### src/rtl/mdio_pkg.sv
// Shared definitions for the Clause-22 MDIO master: FSM states, register
// offsets, opcode constants, register field positions and a byte-enable
// merge helper.
package mdio_pkg;

  typedef enum logic [2:0] {
    ST_IDLE,
    ST_PRE,
    ST_HDR,
    ST_TA,
    ST_DATA
  } mdio_state_e;

  // Byte offsets of the register words; the word select is bits [7:2].
  localparam logic [7:0] OFS_CTRL   = 8'h00;
  localparam logic [7:0] OFS_WDATA  = 8'h04;
  localparam logic [7:0] OFS_RDATA  = 8'h08;
  localparam logic [7:0] OFS_STATUS = 8'h0C;
  localparam logic [7:0] OFS_CLKDIV = 8'h10;

  // Clause-22 opcodes as they appear on the wire.
  localparam logic [1:0] OP_WRITE = 2'b01;
  localparam logic [1:0] OP_READ  = 2'b10;

  // CTRL fields.
  localparam int CTRL_START_BIT  = 0;
  localparam int CTRL_OP_BIT     = 1;
  localparam int CTRL_PHYAD_LSB  = 8;
  localparam int CTRL_REGAD_LSB  = 16;
  localparam int CTRL_PRESUP_BIT = 31;

  // STATUS fields.
  localparam int STATUS_BUSY_BIT = 0;
  localparam int STATUS_DONE_BIT = 1;

  // Bits per frame section after the preamble.
  localparam int HDR_BITS  = 14;
  localparam int TA_BITS   = 2;
  localparam int DATA_BITS = 16;

  // Replace the bytes of old_val selected by be with those of wdata.
  function automatic logic [31:0] apply_be(input logic [31:0] old_val,
                                           input logic [31:0] wdata,
                                           input logic [3:0]  be);
    logic [31:0] r;
    r = old_val;
    for (int i = 0; i < 4; i++) begin
      if (be[i]) r[8*i +: 8] = wdata[8*i +: 8];
    end
    return r;
  endfunction

endpackage

### src/rtl/mdio_clk_gen.sv
// MDC generator: divides mclk by 2*(div+1) while enabled. mdc is low for the
// first half of each bit and high for the second. rise_stb / fall_stb are
// high for the single mclk cycle whose closing edge raises / lowers mdc.
module mdio_clk_gen (
  input  logic       mclk,
  input  logic       reset,
  input  logic       en,
  input  logic [7:0] div,
  output logic       mdc,
  output logic       rise_stb,
  output logic       fall_stb
);

  logic [7:0] cnt;
  logic       half_end;

  assign half_end = en && (cnt == div);
  assign rise_stb = half_end && !mdc;
  assign fall_stb = half_end && mdc;

  // Half-period counter and mdc toggle; idle holds mdc low with the counter cleared.
  always_ff @(posedge mclk or posedge reset) begin
    // NOTE: clocked state uses non-blocking assignments so every flop samples
    // pre-edge values; blocking here would create order-dependent races.
    if (reset) begin
      cnt <= '0;
      mdc <= 1'b0;
    end else if (!en) begin
      cnt <= '0;
      mdc <= 1'b0;
    end else if (half_end) begin
      cnt <= '0;
      mdc <= !mdc;
    end else begin
      cnt <= cnt + 8'd1;
    end
  end

endmodule

### src/rtl/mdio_master.sv
// Register-programmed Clause-22 MDIO management master. One read or write
// frame per START: preamble, ST/OP/PHYAD/REGAD header, turnaround, 16 data
// bits. Optional build macro MDIO_PRE_SUPPRESS_EN implements CTRL[31]
// (preamble suppression); without it CTRL[31] reads 0 and ignores writes.
module mdio_master
  import mdio_pkg::*;
#(
  parameter logic [7:0] CLKDIV_RST = 8'd10,
  parameter int         PRE_LEN    = 32
) (
  input  logic        mclk,
  input  logic        reset,
  input  logic        reg_cs,
  input  logic        reg_wr,
  input  logic [7:0]  reg_addr,
  input  logic [31:0] reg_wdata,
  input  logic [3:0]  reg_be,
  output logic [31:0] reg_rdata,
  output logic        reg_ack,
  output logic        mdc,
  output logic        mdio_out,
  output logic        mdio_out_en,
  input  logic        mdio_in,
  output logic        mdio_busy
);

  localparam logic [5:0] PRE_LAST  = 6'(PRE_LEN - 1);
  localparam logic [5:0] HDR_LAST  = 6'(HDR_BITS - 1);
  localparam logic [5:0] TA_LAST   = 6'(TA_BITS - 1);
  localparam logic [5:0] DATA_LAST = 6'(DATA_BITS - 1);

  // Register file.
  logic        op_q;          // 1 = read frame
  logic [4:0]  phyad_q;
  logic [4:0]  regad_q;
  logic        pre_sup_q;
  logic [15:0] wdata_q;
  logic [15:0] rdata_q;
  logic [7:0]  clkdiv_q;
  logic        done_q;

  // FSM state and datapath.
  mdio_state_e state, state_nxt;
  logic [5:0]  bit_cnt, bit_cnt_nxt;
  logic [31:0] tx_sr, tx_nxt;
  logic [15:0] rx_sr, rx_nxt;
  logic [15:0] rdata_nxt;
  logic        out_nxt, oe_nxt;
  logic        done_set;
  logic [1:0]  sync_q;
  logic        rise_stb, fall_stb;

  // Bus decode.
  logic        acc, wr_acc;
  logic        wr_ctrl, wr_wdata, wr_status, wr_clkdiv;
  logic [31:0] ctrl_rd, ctrl_new, wdata_new, clkdiv_new, rd_mux;
  logic        pre_sup_new, start_go;
  logic [31:0] frame_new;
  logic        unused_bits;

  assign mdio_busy = (state != ST_IDLE);

  assign acc       = reg_cs && !reg_ack;
  assign wr_acc    = acc && reg_wr;
  assign wr_ctrl   = wr_acc && (reg_addr[7:2] == OFS_CTRL[7:2]);
  assign wr_wdata  = wr_acc && (reg_addr[7:2] == OFS_WDATA[7:2]);
  assign wr_status = wr_acc && (reg_addr[7:2] == OFS_STATUS[7:2]);
  assign wr_clkdiv = wr_acc && (reg_addr[7:2] == OFS_CLKDIV[7:2]);

  assign ctrl_rd = {pre_sup_q, 10'b0, regad_q, 3'b0, phyad_q, 6'b0, op_q, 1'b0};
  assign ctrl_new   = apply_be(ctrl_rd, reg_wdata, reg_be);
  assign wdata_new  = apply_be({16'b0, wdata_q}, reg_wdata, reg_be);
  assign clkdiv_new = apply_be({24'b0, clkdiv_q}, reg_wdata, reg_be);

`ifdef MDIO_PRE_SUPPRESS_EN
  assign pre_sup_new = ctrl_new[CTRL_PRESUP_BIT];
`else
  assign pre_sup_new = 1'b0;
  assign pre_sup_q   = 1'b0;
`endif

  assign start_go = wr_ctrl && !mdio_busy && ctrl_new[CTRL_START_BIT];

  // Wire image of header, turnaround and data; read frames never drive TA/DATA.
  assign frame_new = {2'b01,
                      ctrl_new[CTRL_OP_BIT] ? OP_READ : OP_WRITE,
                      ctrl_new[CTRL_PHYAD_LSB +: 5],
                      ctrl_new[CTRL_REGAD_LSB +: 5],
                      ctrl_new[CTRL_OP_BIT] ? 2'b11 : 2'b10,
                      wdata_q};

  assign unused_bits = ^{reg_addr[1:0], ctrl_new, wdata_new[31:16], clkdiv_new[31:8]};

  mdio_clk_gen u_clk_gen (
    .mclk     (mclk),
    .reset    (reset),
    .en       (mdio_busy),
    .div      (clkdiv_q),
    .mdc      (mdc),
    .rise_stb (rise_stb),
    .fall_stb (fall_stb)
  );

  // Read-data multiplexer; unmapped words read zero.
  always_comb begin
    rd_mux = '0;
    case (reg_addr[7:2])
      OFS_CTRL[7:2]:   rd_mux = ctrl_rd;
      OFS_WDATA[7:2]:  rd_mux = {16'b0, wdata_q};
      OFS_RDATA[7:2]:  rd_mux = {16'b0, rdata_q};
      OFS_STATUS[7:2]: rd_mux = {30'b0, done_q, mdio_busy};
      OFS_CLKDIV[7:2]: rd_mux = {24'b0, clkdiv_q};
      default:         rd_mux = '0;
    endcase
  end

  // Bus handshake and programmable registers; frame setup is frozen while busy.
  always_ff @(posedge mclk or posedge reset) begin
    if (reset) begin
      reg_ack   <= 1'b0;
      reg_rdata <= '0;
      op_q      <= 1'b0;
      phyad_q   <= '0;
      regad_q   <= '0;
      wdata_q   <= '0;
      clkdiv_q  <= CLKDIV_RST;
      done_q    <= 1'b0;
`ifdef MDIO_PRE_SUPPRESS_EN
      pre_sup_q <= 1'b0;
`endif
    end else begin
      reg_ack   <= acc;
      reg_rdata <= (acc && !reg_wr) ? rd_mux : '0;
      if (wr_ctrl && !mdio_busy) begin
        op_q    <= ctrl_new[CTRL_OP_BIT];
        phyad_q <= ctrl_new[CTRL_PHYAD_LSB +: 5];
        regad_q <= ctrl_new[CTRL_REGAD_LSB +: 5];
`ifdef MDIO_PRE_SUPPRESS_EN
        pre_sup_q <= ctrl_new[CTRL_PRESUP_BIT];
`endif
      end
      if (wr_wdata && !mdio_busy)  wdata_q  <= wdata_new[15:0];
      if (wr_clkdiv && !mdio_busy) clkdiv_q <= clkdiv_new[7:0];
      // Completion outranks a coincident write-1-to-clear.
      if (done_set)
        done_q <= 1'b1;
      else if (wr_status && reg_be[0] && reg_wdata[STATUS_DONE_BIT])
        done_q <= 1'b0;
    end
  end

  // Two-flop synchronizer for the asynchronous pad input.
  always_ff @(posedge mclk or posedge reset) begin
    if (reset) sync_q <= '0;
    else       sync_q <= {sync_q[0], mdio_in};
  end

  // Frame sequencer: next state, serial shift registers and pad controls.
  always_comb begin
    // NOTE: every output of this block gets a default first, so no path can
    // leave a variable unassigned and infer a latch.
    state_nxt   = state;
    bit_cnt_nxt = bit_cnt;
    tx_nxt      = tx_sr;
    rx_nxt      = rx_sr;
    rdata_nxt   = rdata_q;
    out_nxt     = mdio_out;
    oe_nxt      = mdio_out_en;
    done_set    = 1'b0;
    case (state)
      ST_IDLE: begin
        if (start_go) begin
          bit_cnt_nxt = '0;
          oe_nxt      = 1'b1;
          rx_nxt      = '0;
          if (pre_sup_new) begin
            state_nxt = ST_HDR;
            out_nxt   = frame_new[31];
            tx_nxt    = {frame_new[30:0], 1'b0};
          end else begin
            state_nxt = ST_PRE;
            out_nxt   = 1'b1;
            tx_nxt    = frame_new;
          end
        end
      end
      ST_PRE: begin
        if (fall_stb) begin
          if (bit_cnt == PRE_LAST) begin
            state_nxt   = ST_HDR;
            bit_cnt_nxt = '0;
            out_nxt     = tx_sr[31];
            tx_nxt      = {tx_sr[30:0], 1'b0};
          end else begin
            bit_cnt_nxt = bit_cnt + 6'd1;
          end
        end
      end
      ST_HDR: begin
        if (fall_stb) begin
          out_nxt = tx_sr[31];
          tx_nxt  = {tx_sr[30:0], 1'b0};
          if (bit_cnt == HDR_LAST) begin
            state_nxt   = ST_TA;
            bit_cnt_nxt = '0;
            if (op_q) begin
              oe_nxt  = 1'b0;
              out_nxt = 1'b1;
            end
          end else begin
            bit_cnt_nxt = bit_cnt + 6'd1;
          end
        end
      end
      ST_TA: begin
        if (fall_stb) begin
          out_nxt = op_q ? 1'b1 : tx_sr[31];
          tx_nxt  = {tx_sr[30:0], 1'b0};
          if (bit_cnt == TA_LAST) begin
            state_nxt   = ST_DATA;
            bit_cnt_nxt = '0;
          end else begin
            bit_cnt_nxt = bit_cnt + 6'd1;
          end
        end
      end
      ST_DATA: begin
        if (rise_stb && op_q) rx_nxt = {rx_sr[14:0], sync_q[1]};
        if (fall_stb) begin
          if (bit_cnt == DATA_LAST) begin
            state_nxt   = ST_IDLE;
            bit_cnt_nxt = '0;
            out_nxt     = 1'b1;
            oe_nxt      = 1'b0;
            done_set    = 1'b1;
            if (op_q) rdata_nxt = rx_sr;
          end else begin
            bit_cnt_nxt = bit_cnt + 6'd1;
            out_nxt     = op_q ? 1'b1 : tx_sr[31];
            tx_nxt      = {tx_sr[30:0], 1'b0};
          end
        end
      end
      default: state_nxt = ST_IDLE;
    endcase
  end

  // Sequencer registers; reset abandons a frame without touching RDATA's reset value.
  always_ff @(posedge mclk or posedge reset) begin
    if (reset) begin
      state       <= ST_IDLE;
      bit_cnt     <= '0;
      tx_sr       <= '0;
      rx_sr       <= '0;
      rdata_q     <= '0;
      mdio_out    <= 1'b1;
      mdio_out_en <= 1'b0;
    end else begin
      state       <= state_nxt;
      bit_cnt     <= bit_cnt_nxt;
      tx_sr       <= tx_nxt;
      rx_sr       <= rx_nxt;
      rdata_q     <= rdata_nxt;
      mdio_out    <= out_nxt;
      mdio_out_en <= oe_nxt;
    end
  end

endmodule
### config.mk
export PLATFORM = sky130hd
export DESIGN_NAME = mdio_master
export DESIGN_NICKNAME = d
export VERILOG_FILES = /design/src/rtl/mdio_pkg.sv /design/src/rtl/mdio_clk_gen.sv /design/src/rtl/mdio_master.sv
export SDC_FILE = /design/constraint.sdc
export NUM_CORES = 1
export LEC_CHECK = 0
export BUFFER_PORTS_ARGS = -buffer_cell sky130_fd_sc_hd__buf_2
export CORE_UTILIZATION = 62
export DETAILED_ROUTE_END_ITERATION = 10
export GPL_ROUTABILITY_DRIVEN = 0
export PLACE_DENSITY = 0.95
export SLEW_MARGIN = 15
export SYNTH_ARGS = -nofsm -noshare
export SYNTH_HDL_FRONTEND = slang
export SYNTH_SLANG_ARGS = --single-unit
### constraint.sdc
create_clock -name mclk -period 12.6 [get_ports mclk]
set_clock_uncertainty 0.2 [all_clocks]
set_input_delay 2.52 -clock mclk [delete_from_list [all_inputs] [get_ports mclk]]
set_output_delay 2.52 -clock mclk [all_outputs]
set_load 0.1 [all_outputs]
# After elaboration in Yosys (flattened, before gate mapping)
# Cells that the tools add are included.
[word_totals]
reg_bits = 155
input_bits = 49
output_inout_bits = 37
wordCells = 150
[op_classes]
addsub = 2
eq_ne = 27
muxes = 62
n_reduce_logical = 40
[ops]
columns = ["op", "count"]
rows = [
  ["two-way mux 32 bit", 7],
  ["case mux 32 bit (4 select lines)", 1],
  ["case mux 21 bit (5 select lines)", 1],
  ["two-way mux 6 bit", 9],
  ["two-way mux 16 bit", 2],
  ["case mux 16 bit (2 select lines)", 1],
  ["case mux 6 bit (5 select lines)", 1],
  ["two-way mux 3 bit", 9],
  ["!= test 2 bit, second input constant", 13],
  ["two-way mux 1 bit", 22],
  ["AND reduction 7 bit", 3],
  ["logical AND 1 bit", 17],
  ["two-way mux 8 bit", 2],
  ["case mux 3 bit (5 select lines)", 1],
  ["== test 6 x 1 -> 1 bit, second input constant", 2],
  ["== test 6 x 2 -> 1 bit, second input constant", 2],
  ["== test 6 x 4 -> 1 bit, second input constant", 2],
  ["two-way mux 5 bit", 2],
  ["AND reduction 9 bit", 1],
  ["adder 8 x 1 -> 8 bit, second input constant", 1],
  ["== test 8 bit", 1],
  ["adder 6 x 1 -> 6 bit, second input constant", 1],
  ["== test 3 x 2 -> 1 bit, second input constant", 2],
  ["== test 6 x 3 -> 1 bit, second input constant", 1],
  ["19 further kinds", 27],
]

# Logic depth before layout (Yosys ltp)
# Gate-level depths: netlist (run 1).
[depth]
word_depth = 8
depth_mapped = 9
mapped_depth_nobuf = 7

# Modules after synthesis
# A second synthesis (run 1) with hierarchy kept.
[unflattened]
hier_cells = 622
area_unflattened_um2 = 6989.2
[modules_own_cells]
columns = ["mod", "n_inst", "cells_each", "area_each_um2", "seq_area_each_um2"]
rows = [
  ["mdio_master", 1, 572, 6492.5, 3382.0],
  ["mdio_clk_gen", 1, 50, 496.7, 225.2],
]

# Worst setup path after synthesis (run 1)
# OpenSTA, ideal clock, no wires.
[synth_timing]
kind = "in2reg"
startpoint = "input reg_addr[5]"
endpoint = "register mdio_out"
setup_ps = 82
t_arrival_ps = 3978
setup_slack_ps = 8340
stages = 7
n_path_buf = 1
cell_sequence = "nor4_2 and2_0 buf_2 and3_1 nor2_1 a21oi_1 mux2_2"
[synth_between]
elab_chain_cells = 6
[synth_lines]
columns = ["element", "line_no", "source"]
rows = [
  ["start: declaration", "mdio_master.sv:15", "input logic [7:0] reg_addr,"],
  ["zero test 6 bit", "mdio_master.sv:65", "assign wr_ctrl = wr_acc && (reg_addr[7:2] == OFS_CTRL[7:2]);"],
  ["logical AND 1 bit", "mdio_master.sv:65", ""],
  ["logical AND 1 bit (2 in a row)", "mdio_master.sv:82", "assign start_go = wr_ctrl && !mdio_busy && ctrl_new[CTRL_START_BIT];"],
  ["!= test 2 bit (no source line)", "--", ""],
  ["AND reduction 7 bit (no source line)", "--", ""],
  ["end signal: assignment", "mdio_master.sv:264", "mdio_out <= out_nxt;"],
  ["end: declaration", "mdio_master.sv:21", "output logic mdio_out,"],
]
# No other way between the ends.
# A chain may end at the register's enable or synchronous reset.

# Worst setup path after layout (run 1)
[layout_timing]
startpoint = "register state[1]"
endpoint = "output mdio_busy"
[layout_between]
elab_chain_cells = 1
[layout_lines]
columns = ["element", "line_no", "source"]
rows = [
  ["start: declaration", "mdio_master.sv:43", "mdio_state_e state, state_nxt;"],
  ["start signal: assignment", "mdio_master.sv:259", "state <= state_nxt;"],
  ["nonzero test 3 bit", "mdio_master.sv:61", "assign mdio_busy = (state != ST_IDLE);"],
  ["end: declaration", "mdio_master.sv:24", "output logic mdio_busy"],
]
# No other way between the ends.

==> results.sh, run 1 <==
export IMPL_cts_setup_buffers=0
export IMPL_cts_tree="done"
export IMPL_initial_core_util_pct=63.5
export IMPL_synth_cell_types=61
export IMPL_vdd_drop_max_mv=0.108
export IMPL_synth_edf_count=0
export IMPL_clock_sinks=144
export IMPL_fin_cells=812
export IMPL_cp_data_required_time_ps=9880
export IMPL_synth_most_common_cell="dfrtp_1"
export IMPL_vias_per_cell=6.32
export IMPL_power_total_mw=1.30
export IMPL_synth_largest_area_cell="dfrtp_1"
export IMPL_clk_pin_slew_ps=60
export IMPL_fillers=644
export IMPL_remaining_drc_errors=0
export IMPL_track_usage_pct=31.8
export IMPL_hold_path_class="flop to flop"
export IMPL_cts_hold_buffers=0
export IMPL_slew_headroom_pct=26.4
export IMPL_clock_root_buffer="clkbuf_8"
export IMPL_synth_cells=610
export IMPL_cp_start_kind="flop"
export IMPL_crit_slowest_cell="dfrtp_1"
export IMPL_area_delta_synth_final_pct=14.5
export IMPL_cts_resized_gates=0
export IMPL_hold_viol=0
export IMPL_die_height_um=105
export IMPL_row_count=37
export IMPL_outcome="complete, no violations"
export IMPL_ios=86
export IMPL_path_max_fanout=13
export IMPL_max_cap_violations=0
export IMPL_arrival_ps=2180
export IMPL_slew_viol_final=0
export IMPL_yosys_warnings=0
export IMPL_dr_pass1_iters=6
export IMPL_design_die_area_um2=10900
export IMPL_portBuffers=60
export IMPL_grt_max_degree=80
export IMPL_clock_latency_ps=540
export IMPL_finalSetupViolCount=0
export IMPL_antenna_found_initial=0
export IMPL_period_needed_ps=4900
export IMPL_globalRouteOverflowTotal=0
export IMPL_synth_top_area_share_pct=54.1
export IMPL_finalSetupTns_ps=0
export IMPL_path_buf_inv=2
export IMPL_critPathKind="flop to output pin"
export IMPL_cp_slowest_stage_delay_ps=560
export IMPL_synth_common_cells="dfrtp_1, nand2_1, o21ai_0"
export IMPL_ys_top_cells_by_area="dfrtp_1, mux2_2, nand2_1, mux2i_1, o21ai_0"
export IMPL_drt_iter0_markers=577
export IMPL_hpwl_mm=10.1
export IMPL_synth_flop_cell="dfrtp_1"
export IMPL_leakage_nw=3.55
export IMPL_dp_cells=779
export IMPL_coreArea_um2=10300
export IMPL_max_freq_ghz=0.204
export IMPL_worst_pin_slew_ps=1100
export IMPL_ys_seq_area_share_pct=55.3
export IMPL_synth_async_reset_ratio_pct=100
export IMPL_grt_pass1_wl_mm=26.7
export IMPL_drive_above_1_share_pct=21.5
export IMPL_die_w_um=105
export IMPL_path_cells="nor3_2, inv_2, buf_2"
export IMPL_critPathTopFamily="flip-flops"
export IMPL_ys_ff_latch=144
export IMPL_power_density_nw_per_um2=174
export IMPL_cts_max_level=4
export IMPL_numCtsBuffers=17
export IMPL_synth_area_per_cell_um2=10.7
export IMPL_placed_cell_area_um2=6870
export IMPL_post_route_period_util_pct=38.9
export IMPL_syn_cell_area_um2=6520
export IMPL_wl_per_cell_um=20.2
export IMPL_vias=5128
export IMPL_ant_nets=0
export IMPL_clock_path_buffers=2
export IMPL_wl_mm=16.4
export IMPL_fin_area_um2=7470
export IMPL_grt_pass1_vias=5192
export IMPL_worst_setup_path_end_kind="output pin"
export IMPL_final_nets=714
export IMPL_rsz0062_at_grt="false"
[flip-flops by register name, indices dropped and copies added, names as in the netlist, 2 cells and up]
signal,cells
reg_rdata,21
bit_cnt,6
wdata_q,16
u_clk_gen.cnt,8
regad_q,5
rdata_q,16
phyad_q,5
state,3
sync_q,2
rx_sr,16
clkdiv_q,8
tx_sr,32
[area by class of cell]
class / count / area, um2 / area share [%]
well taps: 136 / 170 / 2.28
inverters: 8 / 35.0 / 0.469
diodes: 1 / 2.50 / 0.0335
multi-input cells: 427 / 2740 / 36.6
clock inverters: 11 / 128 / 1.71
repair buffers: 64 / 330 / 4.42
flip-flops and latches: 144 / 3610 / 48.3
clock buffers: 21 / 459 / 6.15
[logic make-up after synthesis]
family | synth area share, %
buffers and inverters | 3.72
AOI/OAI and AO/OA | 11.1
xor gates and xnor gates | 2.15
and+or+nand+nor | 14.9
muxes | 12.2
DFF | 55.3
adders and majority gates | 0.576
other | 0.0575
[per-layer routing]
| layer | GRT usage (%) | up-vias | part of all wire [%] |
|---|---|---|---|
| met3 | 9.61 | 91 | 8.5 |
| met5 | 0 | - | 0 |
| met2 | 51.3 | 327 | 49 |
| met4 | 17.4 | 0 | 4.7 |
| met1 | 38.4 | 2497 | 38 |
| li1 | - | 2213 | - |
[final timing paths]
| path | startpoint | endpoint | cells after the start | slack [ps] |
|---|---|---|---|---|
| max in group asynchronous | reset | rdata_q[15] | 3 | 8990 |
| hold reg to reg | sync_q[0] | sync_q[1] | 0 | 150 |
| setup reg to reg | clkdiv_q[1] | rdata_q[11] | 6 | 9420 |
| hold / removal | sync_q[0] | sync_q[1] | 0 | 150 |
| setup / recovery | state[1] | mdio_busy | 3 | 7700 |
| min in group asynchronous | reset | wdata_q[4] | 2 | 1850 |
[per-stage QoR]
stage	utilization, %	setup WS, ps	hold WS (ps)
3_3_place_gp	66.8	7670	133
5_1_grt	72.6	7670	160
4_1_cts	72.5	7720	150
2_1_floorplan	-	6020	131
3_5_place_dp	66.8	7560	136
6_report	72.7	7700	146
[report_power, final]
part	internal (mW)	total (mW)	switching, mW
Clock	0.299	0.497	0.198
Combinational	0.0784	0.275	0.197
Sequential	0.493	0.526	0.0334
Total	0.870	1.30	0.428
[cell usage in the layout (no fill, tap or decap), types with 3 or more instances in the layout]
| cell | n |
|---|---|
| and3_1 | 10 |
| nor3_1 | 3 |
| inv_6 | 4 |
| xnor2_1 | 10 |
| nor2b_1 | 5 |
| o21ai_1 | 4 |
| mux2_1 | 10 |
| nor2_1 | 54 |
| clkinvlp_4 | 3 |
| nand4_1 | 5 |
| a222oi_1 | 7 |
| dfrtp_1 | 141 |
| dfstp_2 | 3 |
| nand2_1 | 88 |
| xor2_1 | 6 |
| buf_2 | 60 |
| mux2_2 | 34 |
| mux2i_1 | 30 |
| a22oi_1 | 6 |
| buf_4 | 4 |
| clkbuf_8 | 4 |
| conb_1 | 11 |
| a21oi_1 | 18 |
| and2_1 | 5 |
| nand3b_1 | 3 |
| ha_1 | 3 |
| inv_1 | 6 |
| nand3_1 | 13 |
| nand2b_1 | 5 |
| clkbuf_16 | 16 |
| o21ai_0 | 58 |
Power figures use the tool's default switching activity.
==> run 2, diff against run 1 <==
- CORE_UTILIZATION: 62 -> 58
- PLACE_DENSITY: 0.95 -> 0.9
- clock period: 12.6 -> 5.1 ns (I/O delays scaled with it)
==> run 2 against run 1 <==
Net effect: setup slack worse by 5900 ps; sequential power up 150%; power rose to 2.5 times the previous value; flip-flop and latch count did not move; critical path depth unchanged; die area increased by 6.8%; worst hold slack improved by 7.2 ps; global-route usage decreased by 2.9 points; core utilization down 3.9 points; routed wire length fell by 3.5%; via count fell by 2.0%; critical endpoint unchanged; largest cell class unchanged; largest power group unchanged.
==> results.sh, run 2 (synthesis gave the netlist of run 1 again) <==
export IMPL_period_needed_ps=3250
export IMPL_cts_hold_buffers=0
export IMPL_ant_nets=0
export IMPL_vdd_drop_max_mv=0.335
export IMPL_drt_iter0_markers=532
export IMPL_leakage_nw=3.56
export IMPL_power_total_mw=3.25
export IMPL_worst_pin_slew_ps=1170
export IMPL_initial_core_util_pct=59.9
export IMPL_final_util_pct=68.8
export IMPL_wl_mm=15.9
export IMPL_clock_path_buffers=2
export IMPL_layout_commonest_cell="dfrtp_1"
export IMPL_globalRouteOverflowTotal=0
export IMPL_finalSetupViolCount=0
export IMPL_area_delta_synth_final_pct=14.8
export IMPL_vias_per_cell=6.17
export IMPL_ios=86
export IMPL_fillers=687
export IMPL_grt_pass1_vias=5063
export IMPL_dr_pass1_iters=8
export IMPL_wl_per_cell_um=19.5
export IMPL_design_die_area_um2=11700
export IMPL_drive_above_1_share_pct=21.5
export IMPL_track_usage_pct=29.0
export IMPL_antenna_found_initial=0
export IMPL_clock_latency_ps=550
export IMPL_critPathKind="flop to output pin"
export IMPL_coreArea_um2=10900
export IMPL_rrSetupSlack_ps=1950
export IMPL_grt_max_degree=112
export IMPL_hold_viol=0
export IMPL_largest_reg_flops=32
export IMPL_layout_common_cells="dfrtp_1, nand2_1, buf_2"
export IMPL_finalSetupTns_ps=0
export IMPL_setup_slack_ps=1850
export IMPL_cts_setup_buffers=0
export IMPL_row_count=38
export IMPL_post_route_period_util_pct=63.7
export IMPL_path_max_fanout=13
export IMPL_die_height_um=108
export IMPL_post_place_ws_ps=1560
export IMPL_die_w_um=108
export IMPL_slew_viol_final=0
export IMPL_rsz0062_at_grt="false"
export IMPL_clock_sinks=144
export IMPL_cp_start_kind="flop"
export IMPL_numCtsBuffers=17
export IMPL_largest_registers="tx_sr x32, reg_rdata x21"
export IMPL_cts_tree="done"
export IMPL_max_freq_ghz=0.308
export IMPL_outcome="complete, no violations"
export IMPL_portBuffers=60
export IMPL_hold_path_class="flop to flop"
export IMPL_slew_headroom_pct=21.7
export IMPL_final_nets=714
export IMPL_hpwl_mm=9.99
export IMPL_cts_resized_gates=0
export IMPL_grt_pass1_wl_mm=25.2
export IMPL_arrival_ps=2030
export IMPL_max_cap_violations=0
export IMPL_clk_pin_slew_ps=60
export IMPL_vias=5024
export IMPL_cp_data_required_time_ps=3880
export IMPL_worst_setup_path_end_kind="output pin"
export IMPL_cts_max_level=4
export IMPL_regMostFlops="tx_sr"
export IMPL_clock_root_buffer="clkbuf_8"
export IMPL_remaining_drc_errors=0
export IMPL_antenna_cells=0
export IMPL_power_density_nw_per_um2=435
run 2: area by class of cell:
type	instances	area [um2]	area share, %
Sequential cell	144	3610	48.2
Multi-Input combinational cell	427	2740	36.5
Clock buffer	17	414	5.53
Timing Repair Buffer	64	330	4.41
Clock inverter	14	191	2.56
Tap cell	140	175	2.34
Inverter	8	35.0	0.468
run 2: path summary, 6_finish.rpt:
kind | to | cells past startpoint | startpoint
max | mdio_busy | 3 | state[1]
max in group asynchronous | reg_ack | 3 | reset
min reg2reg | sync_q[1] | 0 | sync_q[0]
max reg2reg | rdata_q[12] | 6 | clkdiv_q[3]
min in group asynchronous | reg_rdata[6] | 2 | reset
min | sync_q[1] | 0 | sync_q[0]
run 2: routing by layer:
| layer | part of all wire (%) | GRT usage [%] | wire length [um] |
|---|---|---|---|
| met2 | 51 | 49.3 | 8140 |
| met3 | 6.8 | 7.11 | 1080 |
| met1 | 38 | 33.1 | 6010 |
| met5 | 0 | 0 | 0 |
| met4 | 4.0 | 16.9 | 637 |
run 2: stage by stage:
stage	area [um2]	hold WS, ps	instances
finish	7490	154	814
global route	7490	161	814
CTS	7480	154	814
detailed placement	6870	140	783
global placement	6870	134	783
floorplan	6560	131	620
run 2: worst max-delay path: stages, from the launching register on:
cell and delay [ps]:
dfrtp_1 670, nor3_2 160, inv_2 180, buf_2 470
run 2: where the power goes:
group	leakage [nW]	switching (mW)	total (mW)	internal, mW
Combinational	1.31	0.481	0.674	0.193
Clock	0.298	0.488	1.28	0.792
Sequential	1.96	0.0826	1.30	1.22
Total	3.56	1.05	3.25	2.20
==> run 3, diff against run 2 <==
- CORE_UTILIZATION: 58 -> 52
- PLACE_DENSITY: 0.9 -> 0.86
- clock period: 5.1 -> 2.8 ns (I/O delays scaled with it)
==> run 3 against run 2 <==
Net effect: critical endpoint is now rdata_q[4]; setup slack worse by 1700 ps; core utilization is 5.5 points lower; global-route usage is 4.0 points lower; largest power group unchanged.
==> results.sh, run 3 (synthesis gave the netlist of run 1 again) <==
export IMPL_setup_slack_ps=115
export IMPL_area_delta_synth_final_pct=17.6
export IMPL_regMostFlops="tx_sr"
export IMPL_hpwl_mm=9.97
export IMPL_dr_pass1_iters=5
export IMPL_cts_resized_gates=0
export IMPL_grt_max_degree=96
export IMPL_grt_pass1_wl_mm=24.7
export IMPL_largest_reg_flops=32
export IMPL_track_usage_pct=25.0
export IMPL_path_cells="xnor2_1, nand4_1, nor2_2, nand2_2, nor4_4, buf_4, mux2_1"
export IMPL_ios=86
export IMPL_vias_per_cell=5.71
export IMPL_clkPwrFrac_pct=38.9
export IMPL_placed_cell_area_um2=7050
export IMPL_clock_root_buffer="clkbuf_16"
export IMPL_slew_viol_final=0
export IMPL_numCtsBuffers=17
export IMPL_clock_sinks=144
export IMPL_path_max_fanout=16
export IMPL_portBuffers=60
export IMPL_power_density_nw_per_um2=775
export IMPL_whs_ps=44.7
export IMPL_antenna_cells=0
export IMPL_p_sw_mw=1.86
export IMPL_clk_pin_slew_ps=60
export IMPL_fin_area_um2=7670
export IMPL_hold_viol=0
export IMPL_design_die_area_um2=13000
export IMPL_p_comb_share_pct=21.4
export IMPL_drive_above_1_share_pct=22.9
export IMPL_arrival_ps=2780
export IMPL_max_freq_ghz=0.372
export IMPL_slew_headroom_pct=46.6
export IMPL_hold_path_class="primary input to flop"
export IMPL_row_count=40
export IMPL_coreArea_um2=12100
export IMPL_leakage_nw=3.64
export IMPL_cp_data_required_time_ps=2890
export IMPL_clock_latency_ps=420
export IMPL_layout_common_cells="dfrtp_1, nand2_1, buf_2"
export IMPL_post_place_ws_ps=15.4
export IMPL_initial_core_util_pct=53.8
export IMPL_swShare_pct=31.3
export IMPL_fin_cells=858
export IMPL_worst_setup_path_end_kind="flop"
export IMPL_critPathKind="flop to flop"
export IMPL_p_int_mw=4.08
export IMPL_max_cap_violations=0
export IMPL_cp_start_kind="flop"
export IMPL_layout_commonest_cell="dfrtp_1"
export IMPL_remaining_drc_errors=0
export IMPL_drt_iter0_markers=522
export IMPL_seq_area_um2=3610
export IMPL_cts_hold_buffers=0
export IMPL_cts_tree="done"
export IMPL_die_height_um=114
export IMPL_clock_path_buffers=2
export IMPL_period_needed_ps=2690
export IMPL_cts_max_level=4
export IMPL_crit_slowest_cell="dfstp_2"
export IMPL_multi_input_area_um2=2740
export IMPL_cts_setup_buffers=0
export IMPL_vdd_drop_max_mv=0.514
export IMPL_worst_pin_slew_ps=799
export IMPL_cp_slowest_stage_delay_ps=570
export IMPL_dp_cells=827
export IMPL_post_route_period_util_pct=95.9
export IMPL_die_w_um=114
export IMPL_wl_per_cell_um=17.6
export IMPL_grt_pass1_vias=4919
export IMPL_finalSetupViolCount=0
export IMPL_power_total_mw=5.94
export IMPL_outcome="complete, no violations"
export IMPL_final_nets=730
export IMPL_fillers=909
export IMPL_ant_nets=0
export IMPL_rsz0062_at_grt="true"
export IMPL_wl_mm=15.1
export IMPL_antenna_found_initial=0
export IMPL_largest_registers="tx_sr x32, reg_rdata x21"
export IMPL_globalRouteOverflowTotal=0
export IMPL_seqPwrFrac_pct=39.7
export IMPL_vias=4901
==> run 3: cell types whose count changed in the layout (fill, tap and decap cells not counted), sizes merged <==
cell	previous run	this run
clkinvlp	1	3
clkbuf	17	23
bufinv	4	3
buf	64	80
clkinv	8	1
==> run 3: layout make-up <==
| type | count | share of cell area [%] |
|---|---|---|
| clock inverters | 8 | 1.66 |
| flip-flops and latches | 144 | 47.0 |
| repair buffers | 80 | 6.20 |
| well taps | 168 | 2.74 |
| inverters | 8 | 0.441 |
| multi-input cells | 427 | 35.7 |
| clock buffers | 23 | 6.23 |
==> run 3: layer usage <==
metal  track usage, %  share of wire, %
met1             30.4                41
met2             41.3                50
met3             5.90               5.6
met4             13.6               3.9
met5                0                 0
==> run 3: worst paths after layout <==
path	slack, ps	depth (start not counted)	end	startpoint
min	40	1	sync_q[0]	mdio_in
min reg2reg	150	0	sync_q[1]	sync_q[0]
max reg2reg	110	7	rdata_q[4]	clkdiv_q[1]
max	110	7	rdata_q[4]	clkdiv_q[1]
min in group asynchronous	70	3	wdata_q[13]	reset
max in group asynchronous	1830	3	rdata_q[0]	reset
==> run 3: critical path: cells and delay by family (launching register included) <==
family / cells / cell delay, ps
simple gates: 4 / 980
buf+inv: 1 / 300
xor+xnor: 1 / 140
flops: 1 / 570
mux: 1 / 380
==> run 3: power by group through the flow <==
stage               Clock, mW  Sequential (mW)  Combinational, mW
finish                   2.31             2.36               1.27
global route             2.42             2.38               1.39
CTS                      2.33             2.35               1.27
detailed placement          0             2.39               1.25
global placement            0             2.37               1.21
floorplan                   0             2.45              0.883
==> run 3: through the flow <==
step           setup TNS [ps]  utilization [%]
6_report                    0             63.3
5_1_grt                 -47.6             63.3
4_1_cts                     0             63.2
3_5_place_dp                0             58.2
3_3_place_gp                0             58.2
2_1_floorplan               0                -
